[src/rtl/cmp_lgez_serial.sv]
`default_nettype none
// ============================================================================
//  Module      : cmp_lgez_serial
//  Description : Chunk-serial LGEZ comparator. Two wide operands arrive
//                MSB-first as p_CHUNK-bit chunks over a valid/ready stream
//                and are reduced to the 2-bit {rx, ry} code:
//                00 equal/zero, 01 x<y, 10 x>y, 11 equal/nonzero.
//                Optional macro CMP_LGEZ_SERIAL_EARLY_EN: finish the
//                operation on the first deciding chunk instead of always
//                consuming all p_CHUNKS chunks.
//  Revision    : 1.0 - initial release
// ============================================================================
module cmp_lgez_serial #(
  parameter int p_CHUNK  = 4,
  parameter int p_CHUNKS = 4
) (
  input  logic               i_clk,
  input  logic               i_rst_n,
  input  logic               i_start,
  input  logic               i_valid,
  input  logic [p_CHUNK-1:0] i_x,
  input  logic [p_CHUNK-1:0] i_y,
  output logic               o_ready,
  output logic               o_rx,
  output logic               o_ry,
  output logic               o_done
);

  localparam int                 c_CNT_W = $clog2(p_CHUNKS + 1);
  localparam logic [c_CNT_W-1:0] c_LAST  = c_CNT_W'(p_CHUNKS - 1);
  localparam logic [c_CNT_W-1:0] c_ONE   = c_CNT_W'(1);

  typedef enum logic [1:0] {
    S_IDLE = 2'd0,
    S_RUN  = 2'd1,
    S_DONE = 2'd2
  } state_t;

  state_t             r_state;
  state_t             w_state_nxt;
  logic [c_CNT_W-1:0] r_cnt;
  logic               r_decided;
  logic               r_nonzero;
  logic [1:0]         r_code;
  logic               r_rx;
  logic               r_ry;

  logic               w_xfer;
  logic               w_begin;
  logic               w_gt;
  logic               w_lt;
  logic               w_early;
  logic               w_dec_nxt;
  logic               w_nz_nxt;
  logic [1:0]         w_code_nxt;
  logic [1:0]         w_result;

  assign w_xfer  = i_valid && (r_state == S_RUN);
  // A new operation may only be launched between operations.
  assign w_begin = i_start && ((r_state == S_IDLE) || (r_state == S_DONE));
  assign w_gt    = (i_x > i_y);
  assign w_lt    = (i_x < i_y);

`ifdef CMP_LGEZ_SERIAL_EARLY_EN
  // The first differing chunk fixes the answer, so stop accepting chunks.
  assign w_early = !r_decided && (w_gt || w_lt);
`else
  assign w_early = 1'b0;
`endif

  // Fold the current chunk into the running decision (first difference wins).
  always_comb begin
    w_dec_nxt  = r_decided;
    w_code_nxt = r_code;
    w_nz_nxt   = r_nonzero;
    if (!r_decided) begin
      if (w_gt) begin
        w_code_nxt = 2'b10;
        w_dec_nxt  = 1'b1;
      end else if (w_lt) begin
        w_code_nxt = 2'b01;
        w_dec_nxt  = 1'b1;
      end else if (i_x != '0) begin
        w_nz_nxt = 1'b1;
      end
    end
    if (w_dec_nxt) begin
      w_result = w_code_nxt;
    end else begin
      w_result = w_nz_nxt ? 2'b11 : 2'b00;
    end
  end

  // State register.
  always_ff @(posedge i_clk or negedge i_rst_n) begin
    if (!i_rst_n) begin
      r_state <= S_IDLE;
    end else begin
      r_state <= w_state_nxt;
    end
  end

  // Next-state logic: DONE lasts exactly one cycle.
  always_comb begin
    w_state_nxt = r_state;
    case (r_state)
      S_IDLE: if (i_start) w_state_nxt = S_RUN;
      S_RUN:  if (w_xfer && ((r_cnt == c_LAST) || w_early)) w_state_nxt = S_DONE;
      S_DONE: w_state_nxt = i_start ? S_RUN : S_IDLE;
      default: w_state_nxt = S_IDLE;
    endcase
  end

  // Per-operation accumulators: cleared on launch, advanced on each transfer.
  always_ff @(posedge i_clk or negedge i_rst_n) begin
    if (!i_rst_n) begin
      r_cnt     <= '0;
      r_decided <= 1'b0;
      r_nonzero <= 1'b0;
      r_code    <= 2'b00;
    end else if (w_begin) begin
      r_cnt     <= '0;
      r_decided <= 1'b0;
      r_nonzero <= 1'b0;
      r_code    <= 2'b00;
    end else if (w_xfer) begin
      r_cnt     <= r_cnt + c_ONE;
      r_decided <= w_dec_nxt;
      r_nonzero <= w_nz_nxt;
      r_code    <= w_code_nxt;
    end
  end

  // Result register: loaded only on the transfer that enters DONE, then held.
  always_ff @(posedge i_clk or negedge i_rst_n) begin
    if (!i_rst_n) begin
      r_rx <= 1'b0;
      r_ry <= 1'b0;
    end else if (w_xfer && (w_state_nxt == S_DONE)) begin
      r_rx <= w_result[1];
      r_ry <= w_result[0];
    end
  end

  assign o_ready = (r_state == S_RUN);
  assign o_done  = (r_state == S_DONE);
  assign o_rx    = r_rx;
  assign o_ry    = r_ry;

endmodule
`default_nettype wire

[config.mk]
export PLATFORM = sky130hd
export DESIGN_NAME = cmp_lgez_serial
export DESIGN_NICKNAME = d
export VERILOG_FILES = /design/src/rtl/cmp_lgez_serial.sv
export SDC_FILE = /design/constraint.sdc
export NUM_CORES = 1
export LEC_CHECK = 0
export ABC_AREA = 1
export CORE_MARGIN = 4
export CORE_UTILIZATION = 42
export CTS_CLUSTER_SIZE = 20
export DETAILED_ROUTE_END_ITERATION = 12
export MAX_ROUTING_LAYER = met4
export PLACE_DENSITY = 0.69
export RECOVER_POWER = 25
export SYNTH_ARGS = -nofsm -noshare
export SYNTH_HDL_FRONTEND = slang
export SYNTH_SLANG_ARGS = --single-unit
[constraint.sdc]
create_clock -name i_clk -period 1.2 [get_ports i_clk]
set_clock_uncertainty 0.1 [all_clocks]
set_input_delay 0.18 -clock i_clk [delete_from_list [all_inputs] [get_ports i_clk]]
set_output_delay 0.18 -clock i_clk [all_outputs]
set_load 0.03 [all_outputs]
==> results.cfg <==
[clock_network]
clkTransAtPathRegs_ps = 70
insertion_delay_ps = 260
h-tree-depth = 1
cts_hold_buf = 0
clock_path_buffers = 2
cts_num_sinks = 11
cts-root-buf = clkbuf_4
cts_tree = yes
numCtsBuffers = 3

[layout]
final_common_cell = nand2_1
syn_to_final_growth_pct = 47.8
ff_latch_area_um2 = 275
most-common-layout-cells = nand2_1, dfrtp_1, inv_1, buf_4
multi_input_area_um2 = 439
drive_above_1_share_pct = 44.1
finalNetCount = 130
fillers = 133
diodes = 0

[global_route]
overflow = 0
antenna_found_initial = 0
grt_pass1_vias = 530
grt_pass1_wl_um = 2320
track_usage_pct = 15.1
grt_max_degree = 12

[yosys]
synth-seq-cells = 11
synthSimpleGateAreaFrac_pct = 29.5
syn_avg_cell_area_um2 = 7.75
synth-compound-area-share_pct = 8.07
synthXorXnorAreaFrac_pct = 0
syn_area_um2 = 667
synth_top_family_by_area = simple AND/OR/NAND/NOR gates
synthDistinctLibCells = 16
synth_nets = 104
ys_seq_area_share_pct = 41.3
synthAdderAreaFrac_pct = 11.3
synthCells = 86
yosysWarnings = 0
synthMuxAreaShare_pct = 0

[timing]
fmax_ghz = 0.792
slew_headroom_pct = 58.8
min_period_ps = 1260
setup_viol_count_final = 2
tightestPinTransition_ps = 618
fin_setup_tns_ps = -107
worst_slack_ps = -63.4
drv_slew = 0
rsz0062_at_grt = true
finalCritPeriodShare_pct = 105
final-hold-violation-count = 0

[power]
p_leak_nw = 0.519
powerDensity_nw_per_um2 = 1830
power_mw = 1.81
peakVddDrop_mv = 1.06

[worst_setup_path]
crit_path_start_kind = register
cp_top_family = flip-flops
critPathArrivalTime_ps = 980
critical_path_class = register to output port
end_kind = output port
r2r_cells = 6
path_buf_inv = 1
slowest_delay_ps = 410
r2r_end = o_ry
r2r_slack_ps = 0
r2r_start = r_cnt[0]
crit_slowest_cell = dfrtp_1
worst-path-max-fanout = 3
cp.required_ps = 920
cp_cell_sequence = nor2_4, buf_6

[drt]
routed_wl_um = 1500
ant_nets = 0
vias = 613
wl_per_cell_um = 11.8
drt_first_pass_iters = 4
first_iter_violations = 8
route.detailed.drc = 0
routed_via_density = 4.83

[hold_path]
hold_path.class = input pin to register
holdPathStages = 5
hp-start = i_x[3]
whs_endpoint = r_nonzero

[floorplan]
ios = 16
num_rows = 14
die_y_um = 47.8
floorplan.initialDensity_pct = 44.3
die_w_um = 47.8
design.die.area_um2 = 2290
coreArea_um2 = 1510

[placed_design]
routabilityCongestion = 0.755
hpwl_um = 1130
numPortBuffers = 15

[run_status]
violations = setup timing
status = finished with violations

[flow_run]
maxCapViolCount = 0
## synth_stat cells
library cell,n,area [um^2]
o211ai_1,1,7.51
a21oi_1,2,10.0
inv_1,13,48.8
o21ai_0,1,5.00
nor3_4,1,16.3
nand2_1,26,97.6
ha_1,6,75.1
dfrtp_1,11,275
nand2_2,4,25.0
inv_4,1,6.26
inv_2,3,11.3
nand3_1,7,35.0
nor2_4,1,11.3
o22ai_1,1,6.26
o21ai_1,5,25.0
nor2_1,3,11.3
## through the flow
step | instance area, um^2 | hold slack (ps) | cells | util, % | setup WS (ps)
3_3_place_gp | 941 | 367 | 119 | 62.5 | -582
2_1_floorplan | 766 | -216 | 86 | - | 1.74
6_report | 986 | 301 | 127 | 65.4 | -63.4
4_1_cts | 980 | 112 | 124 | 65.0 | -70.0
3_5_place_dp | 941 | 376 | 119 | 62.5 | -621
5_1_grt | 986 | 319 | 127 | 65.4 | -138
## tightest hold or removal path: cells and delay by family
family | cells | cell delay, ps
AO/OA/AOI/OAI | 1 | 60
buffers and inverters | 1 | 120
AND/OR/NAND/NOR | 3 | 260
## flip-flops by register name, indices dropped and copies added (netlist names)
name	count
r_cnt	3
r_code	2
r_state	2
o_rx	1
o_ry	1
r_decided	1
r_nonzero	1
## layout make-up
| cell class | count | share of cell area, % |
|---|---|---|
| multi-input cells | 58 | 44.5 |
| flip-flops and latches | 11 | 27.9 |
| repair buffers | 21 | 15.4 |
| inverters | 17 | 7.49 |
| clock buffers | 4 | 2.66 |
| well taps | 16 | 2.03 |
## logic make-up (layout without fill, tap and decap cells)
family                   Yosys count  after routing
buffers and inverters             17             42
AND/OR/NAND/NOR                   42             42
adder cells (fa/ha/maj)            6              6
AO/OA/AOI/OAI                     10             10
flip-flops                        11             11
## layer usage
| layer | routed length (um) | track usage (%) |
|---|---|---|
| met5 | 0 | - |
| met4 | 0 | 3.23 |
| met3 | 76 | 5.64 |
| met2 | 739 | 21.9 |
| met1 | 688 | 19.9 |
## timing repair
| item | CTS | global route |
|---|---|---|
| setup endpoints to repair | 8 | 10 |
| gates resized for setup | 26 | 10 |
| pin swaps | 11 | 8 |
| buffers inserted | 1 | 3 |
## worst max-delay path by stage
stage | from | endpoint | slack [ps] | cells after the start
after global placement | i_x[0] | o_rx | -580 | 10
after CTS | r_state[1] | o_ready | -70 | 2
after global routing | r_state[1] | o_done | -140 | 3
final | r_state[1] | o_ready | -60 | 2
after floorplan | r_state[0] | o_rx | 2 | 7
after detailed placement | i_x[0] | o_rx | -620 | 10
## power breakdown
group,total [mW],leakage (nW),internal [mW],switching [mW]
logic,0.956,0.365,0.402,0.554
registers,0.606,0.139,0.517,0.0887
clock network,0.245,0.0150,0.128,0.117
total,1.81,0.519,1.05,0.759
(Power assumes the default switching activity.)
